File: src/rtl/adma_pkg.sv
// Shared types and default widths for the ADMA stream blocks.
// No logic; latency and backpressure are defined by the modules that import it.
package adma_pkg;

  localparam int DATA_W_DEF = 32;
  localparam int LEN_W_DEF  = 16;
  localparam int CNT_W_DEF  = 16;

  typedef enum logic {
    IDLE = 1'b0,
    RUN  = 1'b1
  } frm_state_t;

  // Skid entry at default width; parameterised blocks declare their own copy.
  typedef struct packed {
    logic [DATA_W_DEF-1:0] data;
    logic                  last;
  } skid_ent_t;

endpackage

File: src/rtl/axis_skid_buf.sv
// 2-entry registered valid/ready buffer, payload-agnostic.
// Latency: write to out_vld 1 cycle; 1 beat/clk sustained when out_rdy is held high.
// Backpressure: in_rdy comes from the registered fill count and drops once both entries are full.
module axis_skid_buf #(
  parameter int W = 33
) (
  input  logic         clk,
  input  logic         rst_n,
  input  logic         in_vld,
  output logic         in_rdy,
  input  logic [W-1:0] in_dat,
  output logic         out_vld,
  input  logic         out_rdy,
  output logic [W-1:0] out_dat
);

  logic [W-1:0] mem [2];
  logic         wr_ptr;
  logic         rd_ptr;
  logic [1:0]   cnt;
  logic         wr;
  logic         rd;

  assign in_rdy  = (cnt != 2'd2);
  assign out_vld = (cnt != 2'd0);
  assign out_dat = mem[rd_ptr];
  assign wr      = in_vld && in_rdy;
  assign rd      = out_vld && out_rdy;

  always_ff @(posedge clk or negedge rst_n) begin
    if (!rst_n) begin
      for (int i = 0; i < 2; i++) mem[i] <= '0;
      wr_ptr <= 1'b0;
      rd_ptr <= 1'b0;
      cnt    <= 2'd0;
    end else begin
      if (wr) begin
        mem[wr_ptr] <= in_dat;
        wr_ptr      <= ~wr_ptr;
      end
      if (rd) rd_ptr <= ~rd_ptr;
      cnt <= cnt + {1'b0, wr} - {1'b0, rd};
    end
  end

endmodule

File: src/rtl/adma_s2mm_framer.sv
// Cuts an unframed sample stream into fixed-length frames for the DMA S2MM port.
// Latency: input handshake to m_axis_tvalid 1 cycle; 1 beat/clk when m_axis_tready is held high.
// Backpressure: s_axis_tready low outside RUN or while the 2-entry output skid is full.
module adma_s2mm_framer
  import adma_pkg::*;
#(
  parameter int DATA_WIDTH = DATA_W_DEF,
  parameter int LEN_WIDTH  = LEN_W_DEF,
  parameter int CNT_WIDTH  = CNT_W_DEF
) (
  input  logic                    clk,
  input  logic                    rst_n,
  input  logic [DATA_WIDTH-1:0]   s_axis_tdata,
  input  logic                    s_axis_tvalid,
  output logic                    s_axis_tready,
  output logic [DATA_WIDTH-1:0]   m_axis_tdata,
  output logic [DATA_WIDTH/8-1:0] m_axis_tkeep,
  output logic                    m_axis_tlast,
  output logic                    m_axis_tvalid,
  input  logic                    m_axis_tready,
  input  logic [LEN_WIDTH-1:0]    cfg_frame_len,
  input  logic [CNT_WIDTH-1:0]    cfg_frame_num,
  input  logic                    start,
  input  logic                    stop,
  output logic                    busy,
  output logic                    done,
  output logic                    cfg_err,
  output logic [CNT_WIDTH-1:0]    frames_sent
);

  // fin tags the tlast beat of a run's final frame so done fires as it leaves.
  typedef struct packed {
    logic                  fin;
    logic [DATA_WIDTH-1:0] data;
    logic                  last;
  } beat_t;

  frm_state_t           state, state_nxt;
  logic [LEN_WIDTH-1:0] len, beat_cnt;
  logic [CNT_WIDTH-1:0] num, frame_cnt;
  logic                 stop_pend;
  logic                 skid_in_rdy;
  logic                 in_hs, out_hs;
  logic                 tlast_i, last_frame, start_ok;
  beat_t                wr_beat, rd_beat;

  assign start_ok      = start && (cfg_frame_len != '0);
  assign s_axis_tready = (state == RUN) && skid_in_rdy;
  assign in_hs         = s_axis_tvalid && s_axis_tready;
  assign out_hs        = m_axis_tvalid && m_axis_tready;
  assign tlast_i       = (beat_cnt == len - LEN_WIDTH'(1));
  assign last_frame    = tlast_i &&
                         (((num != '0) && (frame_cnt + CNT_WIDTH'(1) == num)) || stop_pend || stop);

  assign wr_beat = '{fin: last_frame, data: s_axis_tdata, last: tlast_i};

  always_comb begin
    state_nxt = state;
    case (state)
      IDLE:    if (start_ok) state_nxt = RUN;
      RUN:     if (in_hs && last_frame) state_nxt = IDLE;
      default: state_nxt = IDLE;
    endcase
  end

  always_ff @(posedge clk or negedge rst_n) begin
    if (!rst_n) begin
      state       <= IDLE;
      len         <= '0;
      num         <= '0;
      beat_cnt    <= '0;
      frame_cnt   <= '0;
      stop_pend   <= 1'b0;
      frames_sent <= '0;
      done        <= 1'b0;
      cfg_err     <= 1'b0;
    end else begin
      state   <= state_nxt;
      cfg_err <= (state == IDLE) && start && (cfg_frame_len == '0);
      done    <= out_hs && rd_beat.last && rd_beat.fin;
      if ((state == IDLE) && start_ok) begin
        len         <= cfg_frame_len;
        num         <= cfg_frame_num;
        beat_cnt    <= '0;
        frame_cnt   <= '0;
        frames_sent <= '0;
        stop_pend   <= 1'b0;
      end else begin
        if (state == RUN) begin
          if (stop) stop_pend <= 1'b1;
          if (in_hs) begin
            beat_cnt <= tlast_i ? '0 : beat_cnt + LEN_WIDTH'(1);
            if (tlast_i) frame_cnt <= frame_cnt + CNT_WIDTH'(1);
          end
        end
        if (out_hs && rd_beat.last) frames_sent <= frames_sent + CNT_WIDTH'(1);
      end
    end
  end

  axis_skid_buf #(
    .W($bits(beat_t))
  ) u_skid (
    .clk     (clk),
    .rst_n   (rst_n),
    .in_vld  (in_hs),
    .in_rdy  (skid_in_rdy),
    .in_dat  (wr_beat),
    .out_vld (m_axis_tvalid),
    .out_rdy (m_axis_tready),
    .out_dat (rd_beat)
  );

  assign m_axis_tdata = rd_beat.data;
  assign m_axis_tlast = m_axis_tvalid && rd_beat.last;
  assign m_axis_tkeep = {(DATA_WIDTH/8){m_axis_tvalid}};
  assign busy         = (state == RUN) || m_axis_tvalid;

endmodule
File: config.mk
export PLATFORM = sky130hd
export DESIGN_NAME = adma_s2mm_framer
export DESIGN_NICKNAME = d
export VERILOG_FILES = /design/src/rtl/adma_pkg.sv /design/src/rtl/axis_skid_buf.sv /design/src/rtl/adma_s2mm_framer.sv
export SDC_FILE = /design/constraint.sdc
export NUM_CORES = 1
export LEC_CHECK = 0
export CAP_MARGIN = 20
export CELL_PAD_IN_SITES_DETAIL_PLACEMENT = 0
export CELL_PAD_IN_SITES_GLOBAL_PLACEMENT = 1
export CORE_MARGIN = 5
export CORE_UTILIZATION = 30
export DETAILED_ROUTE_END_ITERATION = 8
export DONT_BUFFER_PORTS = 1
export GPL_TIMING_DRIVEN = 0
export PLACE_DENSITY = 0.56
export SLEW_MARGIN = 40
export SYNTH_ARGS = -nofsm -noshare
export SYNTH_HDL_FRONTEND = slang
export SYNTH_HIERARCHICAL = 1
export SYNTH_SLANG_ARGS = --single-unit
File: constraint.sdc
create_clock -name clk -period 9.1 [get_ports clk]
set_input_delay 2.73 -clock clk [delete_from_list [all_inputs] [get_ports clk]]
set_output_delay 2.73 -clock clk [all_outputs]
set_load 0.05 [all_outputs]
### Yosys cells after proc, flatten, opt, wreduce, memory -nomap -nowiden

Index checks and enable logic that the tools add are counted.

* bits in writable memories: 0
* input bits: 70
* bits in latches: 0
* logic and storage cells: 83
* memories kept: 0
* flip-flop bits (word level): 156
* bits in read-only memories: 0
* output and inout port bits: 58

* equal/unequal tests: 3
* multipliers: 0
* shift operators: 0
* reduce and logical (&&, ||, !) cells: 30
* $lt $le $gt $ge: 3
* bitwise operators: 5
* add/subtract/negate cells: 6
* divide/modulo/power cells: 0
* multiplexer cells: 22

Operators by type and width (number)
* 2-to-1 mux 16 bit: 10
* 2-to-1 mux 34 bit: 4
* bitwise mux 68 bit: 1
* adder 16 x 1 -> 16 bit (second input constant): 3
* demux 34 bit (select 1 bit): 1
* == test 16 bit: 2
* nonzero test 16 bit: 2
* logical NOT 16 bit: 1
* subtractor 16 x 1 -> 16 bit (second input constant): 1
* logical AND 1 bit: 15
* nonzero test 2 bit: 6
* 2-to-1 mux 1 bit: 5
* greater-or-equal comparator 2 bit (second input constant): 2
* inverter 1 -> 2 bit: 2
* AND reduction 2 bit: 2
* logical OR 1 bit: 3
* inverter 1 bit: 3
* AND reduction 3 bit: 1
* adder 2 x 1 -> 2 bit: 1
* < comparator 2 x 1 -> 1 bit (second input constant): 1
* != test 2 bit (second input constant): 1
* case mux 1 bit (2 select lines): 1
* subtractor 2 x 1 -> 2 bit: 1

### Longest topological paths before layout

* word-level depth: 9
* gate-level depth with buffers: 11
* mapped depth without buffers: 10

### Modules after synthesis

The synthesis kept the hierarchy.

Modules (own cells, without submodules)
* adma_s2mm_framer: area an instance 5154.9 um2, sequential area each 2102.0 um2, instances 1, cells each 548
* axis_skid_buf: area an instance 3180.6 um2, sequential area each 1801.7 um2, instances 1, cells each 204

### Worst setup path before layout

No wires, ideal clock.

* path kind: input port to flip-flop
* start point: input port m_axis_tready
* end point: register frames_sent[15]
* cell stages on the path: 7
* path buffers: 1
* slack: 4770 ps
* arrival time: 4252 ps
* required time: 9022 ps
* library setup time: 78 ps
* path through: and3_1 -> clkbuf_1 -> and4_1 -> nor2b_1 -> nand3_1 -> or3_1 -> a21oi_1

* cells in the longest elaborated chain, start to end: 3

Ends and longest elaborated chain
* from (decl): RTL line adma_s2mm_framer.sv:20 `input logic m_axis_tready,`
* logical AND 1 bit: RTL line adma_s2mm_framer.sv:50 `assign out_hs = m_axis_tvalid && m_axis_tready;`
* logical AND 1 bit: RTL line adma_s2mm_framer.sv:96 `if (out_hs && rd_beat.last) frames_sent <= frames_sent + CNT_WIDTH'(1);`
* nonzero test 2 bit (no line)
* to (signal assigned): RTL line adma_s2mm_framer.sv:96
* to (decl): RTL line adma_s2mm_framer.sv:28 `output logic [CNT_WIDTH-1:0] frames_sent`

Every way passes these cells.
A chain may end at the register's enable or synchronous reset.

### Worst setup path after layout

* start point: register u_skid.rd_ptr
* end point: output port m_axis_tdata[3]

* cells in the longest elaborated chain, start to end: 4

Ends and longest elaborated chain
* from (decl): RTL line axis_skid_buf.sv:19 `logic rd_ptr;`
* from (signal assigned): RTL line axis_skid_buf.sv:41 `if (rd) rd_ptr <= ~rd_ptr;`
* inverter 1 -> 2 bit (not written as such): RTL line axis_skid_buf.sv:26 `assign out_dat = mem[rd_ptr];`
* 2-to-1 mux 34 bit (not written as such) (3 in series): RTL line axis_skid_buf.sv:26
* to (decl): RTL line adma_s2mm_framer.sv:16 `output logic [DATA_WIDTH-1:0] m_axis_tdata,`

Every way passes these cells. The select of a mux whose other input is x is not followed.

==> impl_summary.log <==
[metrics] sequential cell area fraction in the yosys report: 0.468
[metrics] pin count of the biggest net entering global routing: 157
[metrics] Post-Place Cell Area: 8820 um^2
[metrics] CTS H-Tree Depth: 4
[metrics] antenna violations before repair: 0
[metrics] kind of launch point of the worst setup path: register
[metrics] cts hold-fix bufs: 0
[metrics] average cell area after synthesis: 11.1 um^2
[metrics] number of antenna repair diodes: 0
[metrics] Core Region: 27600 um^2
[metrics] post-CTS setup buffer count: 0
[metrics] arrival time reported for the critical path endpoint: 1.99 ns
[metrics] highest-count cells in the layout ignoring fill and taps: dfrtp_1, mux2_2, nand2_1, nor2_1, xnor2_1
[metrics] most common cell after layout, fill and taps aside: dfrtp_1
[metrics] total of max-cap violations: 0
[metrics] area added between synthesis and finish: 13.2%
[metrics] Min Hold Slack: 0.490 ns
[metrics] placer's final routability congestion estimate: 0.753
[metrics] total of buffers placed on input and output ports: 0
[metrics] longest individual stage delay on the worst path: 0.51 ns
[metrics] overall die area: 31200 um^2
[metrics] register bit count reported by yosys: 156
[metrics] count of flip-flops with a built-in enable after synthesis: 0
[metrics] Tcrit/Tclk final: 0.519
[metrics] maximum vdd ir drop: 0.000237 V
[metrics] pwr dens: 326 nW/um^2
[metrics] clock-pin slew reported for the worst setup and hold paths after clock tree synthesis: 0.07 ns
[metrics] library cell used as clock root buffer: clkbuf_16
[metrics] Setup-failing EPs final: 0
[metrics] wire length of the first global-routing pass: 35.2 mm
[metrics] number of DRC markers after the initial detailed-route iteration: 349
[metrics] Synth top area share: 0.468
[metrics] Reg-to-Reg Start: len[0]
[metrics] x dimension of the die: 177 um
[metrics] largest cells by area after synthesis: dfrtp_1, mux2_2, xnor2_1, xor2_1, nand2_1
[metrics] overall via count from detail_route: 5781
[metrics] minimum setup slack among reg-to-reg paths: 5.60 ns
[metrics] CTS Sinks: 156
[metrics] Final Max Slew Viols: 0
[metrics] CTS tree: yes
[metrics] leading area contributor after synthesis: dfrtp_1
[metrics] deepest clock path buffer count: 2
[metrics] syn nets: 827
[metrics] unique cell type count in the Yosys netlist: 67
[metrics] post-detailed-route DRC marker count: 0
[metrics] data required time of the worst path: 6.37 ns
[metrics] Boundary Pins: 128
[metrics] total global routing overflow: 0
[metrics] fraction of layout cells with a size suffix above 1: 0.254
[metrics] DP Cell Count: 1130
[metrics] RSZ-0062 raised after global routing: no
[metrics] number of nets in the finished design: 846
[metrics] origin of the worst setup path: u_skid/rd_ptr
[metrics] Die H: 177 um
[metrics] worst clock skew: 0.0155 ns
[metrics] master of the slowest instance on the critical path: mux2_2
[metrics] actual transition at the worst max-transition pin: 0.724 ns
[metrics] row cnt: 61
[metrics] category of the worst setup path capture point: output port
[metrics] post-synth design cell area: 8340 um^2
[metrics] primary flip-flop cell chosen by synthesis mapping: dfrtp_1
[metrics] Initial DRT Pass Iterations: 4
[metrics] origin of the worst min-delay path: u_skid/mem[51]
[metrics] number of failing hold endpoints at the final stage: 0
[metrics] mean number of vias per cell: 4.98
[metrics] via count of the first global-routing pass: 6156
[metrics] leak pwr: 3.84 nW
[metrics] number of antenna-violating nets in the routed design: 0
[metrics] final instance area: 9440 um^2
[metrics] cell chain of the critical path: clkbuf_1 > buf_2 > mux2_2
[metrics] final standard cell count with taps included and fillers excluded: 1162
[metrics] Setup Crit Path Kind: reg -> out
[metrics] asr flop ratio synth: 1.00
[metrics] Synthesis Warnings: 6
[metrics] CTS resizes: 0
[metrics] Clock Latency Late Sink: 0.43 ns
[metrics] total half-perimeter wirelength after legalization and detailed placement: 15.2 mm
[metrics] aggregate global-route resource usage: 0.143
[metrics] class of the worst hold path: reg -> reg
[metrics] Critical Path Fanout Max: 10
[metrics] Slew headroom: 0.518
[metrics] wire length per cell after detailed routing: 18.7 um
[metrics] sum of negative setup slack: 0 ns
[metrics] routed wire length: 21.7 mm
[metrics] fmax: 0.212 GHz
[metrics] number of buffers created by CTS: 17
[metrics] status: complete, no violations
[metrics] synthesized netlist cell count: 752
[metrics] clock period minus final worst setup slack: 4.72 ns
[metrics] initial cell density of the core: 0.302
critical path, delay by kind of cell (launching register included):
kind | cells | cell delay (ns)
flip-flops | 1 | 0.32
buffers and inverters | 2 | 0.73
multiplexers | 1 | 0.51
power breakdown:
group	leakage (nW)	internal, mW	switching [mW]	total (mW)
clock network	0.303	0.422	0.344	0.766
registers	1.92	0.896	0.137	1.03
logic	1.62	0.447	0.830	1.28
cell usage after synthesis, types with 10 or more instances:
cell and instances:
or3_1 10, nor2_1 34, or4_1 20, and3_1 12, dfrtp_1 156, a21oi_1 29, xnor2_1 31, nand2_1 47
nand4_1 12, nor4_1 15, clkbuf_1 29, buf_6 10, o31ai_1 16, xor2_1 27, o21ai_0 22, nand3_1 24
mux2_2 123
per-layer routing:
metal	track usage	vias up	share of wire
met1	0.190	2865	0.45
met5	0	-	0
met3	0.0496	13	0.075
li1	-	2780	-
met4	0.0348	0	0.010
met2	0.226	123	0.47
final timing paths:
check,endpoint,cells after the start
worst min-delay path,u_skid/mem[51],1
worst min register to register,u_skid/mem[51],1
worst max-delay path,m_axis_tdata[3],3
min in group asynchronous,u_skid/mem[46],0
worst max register to register,beat_cnt[13],11
max in group asynchronous,len[5],0
sequential cells by signal, indices dropped and copies added, names as in the netlist, 2 cells and up:
signal	cells
frame_cnt	16
len	16
u_skid/mem	68
frames_sent	16
u_skid/cnt	2
beat_cnt	16
num	16
cell families (layout without fill, tap and decap cells):
| kind of cell | after synthesis | count (layout) | share of synthesized area |
|---|---|---|---|
| buf+inv | 61 | 93 | 0.0396 |
| mux | 131 | 131 | 0.177 |
| fa+ha+maj | 5 | 5 | 0.00751 |
| xor+xnor | 58 | 58 | 0.0609 |
| simple gates | 238 | 238 | 0.166 |
| flops | 156 | 156 | 0.468 |
| compound gates | 103 | 103 | 0.0815 |
area by class of cell:
type                       instances  area (um^2)
sequential                       156         3900
inverter                          11         43.8
clock buffer                      17          425
fill                            2833        18200
multi-input combinational        535         4110
buffer                            50          287
clock inverter                    15          198
tap                              378          473
per-stage QoR:
stage / worst slack [ns] / util / power, mW
after floorplan: 4.77 / - / 2.14
after detailed placement: 4.16 / 0.319 / 2.33
after global routing: 4.24 / 0.342 / 3.26
after global placement: 3.85 / 0.319 / 2.32
after CTS: 4.30 / 0.342 / 3.13
final: 4.38 / 0.342 / 3.08
Note: power is estimated with default switching activity, not from simulation.
